===== config.mk =====
export PLATFORM = sky130hd
export DESIGN_NAME = uart_tx
export DESIGN_NICKNAME = d
export VERILOG_FILES = /design/src/rtl/uart_pkg.sv /design/src/rtl/piso.sv /design/src/rtl/uart_tx.sv
export SDC_FILE = /design/constraint.sdc
export NUM_CORES = 1
export LEC_CHECK = 0
export BUFFER_PORTS_ARGS = -buffer_cell sky130_fd_sc_hd__buf_2
export CAP_MARGIN = 10
export CORE_MARGIN = 2
export CORE_UTILIZATION = 60
export CTS_BUF_LIST = sky130_fd_sc_hd__clkbuf_4 sky130_fd_sc_hd__clkbuf_8
export CTS_CLUSTER_DIAMETER = 60
export DETAILED_ROUTE_END_ITERATION = 6
export PLACE_DENSITY = 0.91
export SKIP_LAST_GASP = 1
export SLEW_MARGIN = 0
export SYNTH_ARGS = -nofsm -noshare
export SYNTH_HDL_FRONTEND = slang
export SYNTH_SLANG_ARGS = --single-unit

===== constraint.sdc =====
create_clock -name clk -period 3.9 [get_ports clk]
set_input_delay 0.78 -clock clk [delete_from_list [all_inputs] [get_ports clk]]
set_output_delay 0.78 -clock clk [all_outputs]
set_load 0.01 [all_outputs]

===== src/rtl/uart_pkg.sv =====
// Shared UART definitions: FSM state encoding, default line parameters and the
// parity helper, common to the transmit and receive paths.
package uart_pkg;

    localparam int unsigned UART_CLKS_PER_BIT = 16;
    localparam bit          UART_PARITY_EN    = 1'b0;
    localparam bit          UART_PARITY_ODD   = 1'b0;

    typedef enum logic [2:0] {
        IDLE   = 3'd0,
        START  = 3'd1,
        DATA   = 3'd2,
        PARITY = 3'd3,
        STOP   = 3'd4
    } uart_state_e;

    // Even parity is the XOR of the byte; odd parity inverts it.
    function automatic logic parity_bit(input logic [7:0] data, input logic odd);
        return (^data) ^ odd;
    endfunction

endpackage


===== src/rtl/piso.sv =====
// 8-bit parallel-load, shift-right register; serial_out is always bit 0.
module piso (
    input  logic       clk,
    input  logic       rst,
    input  logic       load,
    input  logic       shift,
    input  logic [7:0] data_in,
    output logic       serial_out
);

    logic [7:0] shreg;

    // NOTE: sequential state uses non-blocking assignments so every flop
    // samples the pre-edge value of its neighbours.
    always_ff @(posedge clk) begin
        if (rst) begin
            shreg <= 8'h00;
        end else if (load) begin
            shreg <= data_in;
        end else if (shift) begin
            shreg <= {1'b0, shreg[7:1]};
        end
    end

    assign serial_out = shreg[0];

endmodule


===== src/rtl/uart_tx.sv =====
// UART transmitter: start bit, eight data bits LSB first, optional parity bit,
// one stop bit. Valid/ready handshake, registered glitch-free tx line.
module uart_tx
    import uart_pkg::*;
#(
    parameter int unsigned CLKS_PER_BIT = UART_CLKS_PER_BIT,
    parameter bit          PARITY_EN    = UART_PARITY_EN,
    parameter bit          PARITY_ODD   = UART_PARITY_ODD
) (
    input  logic       clk,
    input  logic       rst,
    input  logic [7:0] data_in,
    input  logic       valid,
    output logic       ready,
    output logic       tx,
    output logic       busy
);

    localparam int unsigned      CNT_W     = $clog2(CLKS_PER_BIT);
    localparam logic [CNT_W-1:0] BAUD_LAST = CNT_W'(CLKS_PER_BIT - 1);

    uart_state_e      state;
    uart_state_e      next_state;
    logic [CNT_W-1:0] baud_cnt;
    logic [2:0]       bit_idx;
    logic             parity_q;
    logic             tx_q;
    logic             tx_d;
    logic             handshake;
    logic             bit_done;
    logic             load;
    logic             shift;
    logic             serial_out;

    assign handshake = valid && (state == IDLE);
    assign bit_done  = (state != IDLE) && (baud_cnt == BAUD_LAST);

    // State register.
    always_ff @(posedge clk) begin
        if (rst) begin
            state <= IDLE;
        end else begin
            state <= next_state;
        end
    end

    // Next-state logic.
    // NOTE: every combinational output gets a default first, so no path
    // leaves a signal unassigned and no latch is inferred.
    always_comb begin
        next_state = state;
        unique case (state)
            IDLE:   if (valid)    next_state = START;
            START:  if (bit_done) next_state = DATA;
            DATA:   if (bit_done && (bit_idx == 3'd7)) begin
                        next_state = PARITY_EN ? PARITY : STOP;
                    end
            PARITY: if (bit_done) next_state = STOP;
            STOP:   if (bit_done) next_state = IDLE;
            default:              next_state = IDLE;
        endcase
    end

    // Output logic. tx_d is the line value for the next bit, registered below;
    // the piso shifts on the same edge that tx_q takes its current bit 0.
    always_comb begin
        ready = (state == IDLE);
        busy  = (state != IDLE);
        load  = handshake;
        shift = bit_done && ((state == START) || (state == DATA));
        tx_d  = tx_q;
        if (state == IDLE) begin
            tx_d = !handshake;
        end else if (bit_done) begin
            unique case (next_state)
                DATA:    tx_d = serial_out;
                PARITY:  tx_d = parity_q;
                default: tx_d = 1'b1;
            endcase
        end
    end

    // Baud counter, bit index, captured parity and the line register.
    always_ff @(posedge clk) begin
        if (rst) begin
            baud_cnt <= '0;
            bit_idx  <= 3'd0;
            parity_q <= 1'b0;
            tx_q     <= 1'b1;
        end else begin
            if ((state == IDLE) || bit_done) begin
                baud_cnt <= '0;
            end else begin
                baud_cnt <= baud_cnt + 1'b1;
            end

            if (state != DATA) begin
                bit_idx <= 3'd0;
            end else if (bit_done) begin
                bit_idx <= bit_idx + 3'd1;
            end

            // Parity comes from the byte as captured, not the live input.
            if (handshake) begin
                parity_q <= parity_bit(data_in, PARITY_ODD);
            end

            tx_q <= tx_d;
        end
    end

    assign tx = tx_q;

    piso u_piso (
        .clk        (clk),
        .rst        (rst),
        .load       (load),
        .shift      (shift),
        .data_in    (data_in),
        .serial_out (serial_out)
    );

endmodule


# Yosys cells after proc, flatten, opt, wreduce, memory -nomap -nowiden
# Index checks and enable logic that the tools add are counted.
# Widths: inputs -> output; s select.
dict set report word_totals {
  ff_bits 20
  out_inout_bits 3
}
dict set report op_classes {
  addsub 2
  eq_ne 9
  mux 11
  reduce_logical 14
}
# operator n
set ops {}
lappend ops {{$mux 8} 2}
lappend ops {{$mux 3} 5}
lappend ops {{$pmux 3 s5} 1}
lappend ops {{$eq 3x2->1 const B} 4}
lappend ops {{$reduce_xor 8->1} 1}
lappend ops {{$eq 3x3->1 const B} 2}
lappend ops {{$add 4x1->4 const B} 1}
lappend ops {{$eq 4x4->1 const B} 1}
lappend ops {{$logic_and 1x1->1} 4}
lappend ops {{$reduce_bool 2->1} 2}
lappend ops {{$reduce_or 2->1} 2}
lappend ops {{$add 3x1->3 const B} 1}
lappend ops {{$eq 3x1->1 const B} 1}
lappend ops {{$logic_not 3->1} 1}
lappend ops {{$ne 3x2->1 const B} 1}
lappend ops {{$reduce_bool 3->1} 1}
lappend ops {{$logic_or 1x1->1} 2}
lappend ops {{$mux 1} 2}
lappend ops {{$pmux 1 s2} 1}
lappend ops {{$logic_not 1->1} 1}

# Depth between registers and ports, before layout
dict set report logic_depth {
  ltp_word 9
  depth_mapped 6
  ltp_nobuf 6
}

# Cells and area by module
# A second synthesis with hierarchy kept.
dict set report unflattened {
  hier_cells 95
  area_unflattened_um2 933.4
}
# module instances cells_per_inst area_each_um2
set modules_own_cells {}
lappend modules_own_cells {uart_tx 1 60 564.3}
lappend modules_own_cells {piso 1 35 369.1}

# Worst setup path before layout
# No wires, ideal clock.
dict set report synth_path {
  path_type {input-to-reg}
  from {input valid}
  to {register u_piso.shreg[0]}
  setup_time_ns 0.091
  t_arrival_ns 1.561
  required_ns 3.809
  path_slack_ns 2.248
  path_stages 4
  n_path_buf 1
  cell_sequence {a22o_1 clkbuf_1 a21oi_1 a311oi_1}
}
dict set report synth_via {
  elab_chain_len 2
  elab_cells_between_ends 3
  classes_between {mux (1); reduce/logical (2)}
}
# item line
set synth_lines {}
lappend synth_lines {{start: declaration} uart_tx.sv:13} ;# input logic valid,
lappend synth_lines {{$logic_and 1x1->1 *} uart_tx.sv:35} ;# assign handshake = valid && (state == IDLE);
lappend synth_lines {{$mux 8 or $reduce_bool 2->1 (tied branches)} n/a}
lappend synth_lines {{end signal: assignment} piso.sv:19} ;# shreg <= data_in;
lappend synth_lines {{end signal: assignment} piso.sv:21} ;# shreg <= {1'b0, shreg[7:1]};
lappend synth_lines {{end: declaration} piso.sv:11} ;# logic [7:0] shreg;
# Every way passes the cells marked *; elsewhere a longest branch is shown, timed or not.
# A chain may end at the register's enable or synchronous reset.

# Final worst setup path
dict set report layout_path {
  from {register state[1]}
  to {output ready}
}
dict set report layout_via {
  elab_chain_len 1
}
# item line
set layout_lines {}
lappend layout_lines {{start: declaration} uart_tx.sv:22} ;# uart_state_e state;
lappend layout_lines {{start signal: assignment} uart_tx.sv:43} ;# state <= next_state;
lappend layout_lines {{$logic_not 3->1} uart_tx.sv:67} ;# ready = (state == IDLE);
lappend layout_lines {{end: declaration} uart_tx.sv:14} ;# output logic ready,
# Every way passes these cells.

==> impl_metrics.tcl <==
set metrics [dict create \
    antenna_found_initial 0 \
    synth.yosys.seq_area_share 0.408 \
    startpoint_type "flop" \
    io-pin-count 14 \
    floorplan.rows 14 \
    timing.final.setup_violations 0 \
    r2r_end "u_piso.shreg[1]" \
    floorplan.initialDensity 0.644 \
    totalPowerFinal_uw 387 \
    postSynthNetCount 118 \
    maxCapViolCount 0 \
    power_density_nw_per_um2 365 \
    tritoncts "yes" \
    fillerInstances 123 \
    clock_insertion_delay_worst_skew_ps 290 \
    cp.arrival_ps 1320 \
    post_cts.repair.setup_buffers 0 \
    postLayoutCoreUtil 0.695 \
    r2r_depth 5 \
    area_growth_pct 7.77 \
    timing.critical_path.to "ready" \
    fin_skew_ps 5.49 \
    cts_max_path_buffers 2 \
    cts-root-buf "clkbuf_4" \
    synth.top_cell.area_share 0.408 \
    gr-usage-all-layers 0.220 \
    dpl.hpwl_mm 1.45 \
    peakVddDrop_mv 0.243 \
    setup_total_negative_slack_ps 0 \
    rrSetupSlack_ps 2090 \
    synth_largest_area_cell "dfxtp_1" \
    insertedDiodeCount 0 \
    numPortBuffers 13 \
    depth_of_the_cts_h_tree 1 \
    clock_sinks 20 \
    worst_setup_path_end_kind "output port" \
    fmax_ghz 0.477 \
    route.detailed.drc 0 \
    min_path_type "reg2reg" \
    status "completed" \
    initialDrtViolationCount 30 \
    cts-buffers-inserted 3 \
    synth-seq-cells 20 \
    fp.dieW_um 44.5 \
    crit_fanout 7 \
    grt_setup_unrepaired "false" \
    drt.antenna.violating_nets 0 \
    grt_pass1_wl_mm 3.23 \
    dieHeight_um 44.5 \
    design.die.area_um2 1980 \
    routed_wl_mm 1.93 \
    routabilityCongestion 0.781 \
    report.final.hold_viol_count 0 \
    synth.area.top_cells "dfxtp_1 41%, mux2i_1 8.2%, xnor2_1 8.0%" \
    routedWlPerCell_um 14.7 \
    setup.worst_path.start "state[1]" \
    netlist-cell-type-count 28 \
    timing.final.crit_period_ps 2100 \
    grt_overflow 0 \
    mappedNetlistArea_um2 982 \
    timing.slew.headroom 0.680 \
    synthCells 104 \
    path_clk_slew_ps 100 \
    ctsHoldBuffers 0 \
    final_layout_size_suffix_gt1_frac 0.172 \
    vias_per_cell 6.39 \
    timing.final.crit_share 0.538 \
    power.static_leakage_uw 0.000404 \
    dr.pass1.iters 6 \
    grt_max_degree 17 \
    slew_violations 0 \
    synth.avg_cell_area_um2 9.44 \
    reg2reg_from "baud_cnt[0]" \
    tightest_slew_ps 481 \
    critPathKind "reg2out" \
    grt_pass1_vias 789 \
    cp_data_required_time_ps 3120 \
    nNetsFinal 132 \
    ys.warnings.count 0 \
    post_cts_gate_resize_count 0 \
    vias 844 \
    core-area_um2 1520 \
]
## state kept, by name, indices dropped and copies added (netlist names)
name	count
state	3
baud_cnt	4
u_piso.shreg	8
bit_idx	3
parity_q	1
tx	1
## worst max-delay path, cell delays in order (launching register included)
cell and delay, ps:
dfxtp_1 390, or3_4 420, clkinv_2 90, buf_2 130
## per-layer routing
layer,share of wire,wire [um],up-vias,GRT usage
met5,0,0,-,0
met4,0.0098,19,0,0.0727
met3,0.044,86,4,0.0245
met2,0.51,996,31,0.414
met1,0.43,832,397,0.254
li1,-,-,412,-
## worst min-delay path by stage
| stage | from | endpoint | slack, ps | depth (start not counted) |
|---|---|---|---|---|
| 2_1_floorplan | baud_cnt[0] | baud_cnt[0] | 420 | 1 |
| 3_3_place_gp | baud_cnt[0] | baud_cnt[0] | 430 | 1 |
| 3_5_place_dp | baud_cnt[0] | baud_cnt[0] | 450 | 1 |
| 4_1_cts | baud_cnt[0] | baud_cnt[0] | 460 | 1 |
| 5_1_grt | baud_cnt[0] | baud_cnt[0] | 480 | 1 |
| 6_report | baud_cnt[0] | baud_cnt[0] | 460 | 1 |
## through the flow
stage / worst slack [ps] / cell area, um^2 / hold WS, ps / cells
after global placement: 2070 / 1040 / 429 / 129
after detailed placement: 2000 / 1040 / 448 / 129
after floorplan: 2250 / 982 / 418 / 104
final: 1800 / 1060 / 457 / 132
after global routing: 1730 / 1060 / 479 / 132
after CTS: 1800 / 1060 / 463 / 132
## power breakdown
part           internal (uW)  switching (uW)  total, uW
registers                216            8.18        224
clock network           35.9            57.5       93.4
logic                   33.1            36.2       69.3
total                    285             102        387
## cells in the mapped netlist (all sizes together)
cell / instances
a211oi: 2
or3: 2
o21ai: 2
a22oi: 2
clkinv: 1
a31oi: 1
or4b: 1
and2: 1
buf: 1
mux2i: 8
dfxtp: 20
and3: 1
clkbuf: 3
nor3: 1
nand3: 4
nor3b: 1
xor2: 2
xnor2: 9
ha: 3
a21oi: 13
a2111oi: 1
a22o: 1
nand2: 2
inv: 2
nor2: 12
a311oi: 7
nand2b: 1
## cell type report
class	count	area, um^2	area share
Clock buffer	3	22.5	0.0213
Inverter	3	12.5	0.0118
Multi-Input combinational cell	77	538	0.508
Sequential cell	20	400	0.378
Tap cell	16	20.0	0.0189
Timing Repair Buffer	13	65.1	0.0615
## cells in the final DEF (no fill, tap or decap)
master,instances
a22oi_1,2
dfxtp_1,20
and2_4,1
o21ai_0,2
nor2_1,12
nor3_1,1
a211oi_1,2
nor3b_1,1
or3_4,1
xor2_1,2
and3_1,1
mux2i_1,8
nand2_1,2
nand3_1,4
inv_1,2
ha_1,3
clkinv_2,1
a311oi_1,7
buf_2,13
clkbuf_4,3
or3_1,1
a2111oi_0,1
or4b_2,1
a22o_1,1
nand2b_1,1
xnor2_1,9
a31oi_1,1
a21oi_1,13
## cell families (layout without fill, tap and decap cells)
| kind of cell | Yosys count | after routing | synth area share |
|---|---|---|---|
| adder cells (fa/ha/maj) | 3 | 3 | 0.0382 |
| AND/OR/NAND/NOR | 26 | 26 | 0.136 |
| flip-flops | 20 | 20 | 0.408 |
| multiplexers | 8 | 8 | 0.0815 |
| buffers and inverters | 7 | 19 | 0.0446 |
| AO/OA/AOI/OAI | 29 | 29 | 0.194 |
| XOR/XNOR | 11 | 11 | 0.0981 |
Power figures use the tool's default switching activity.
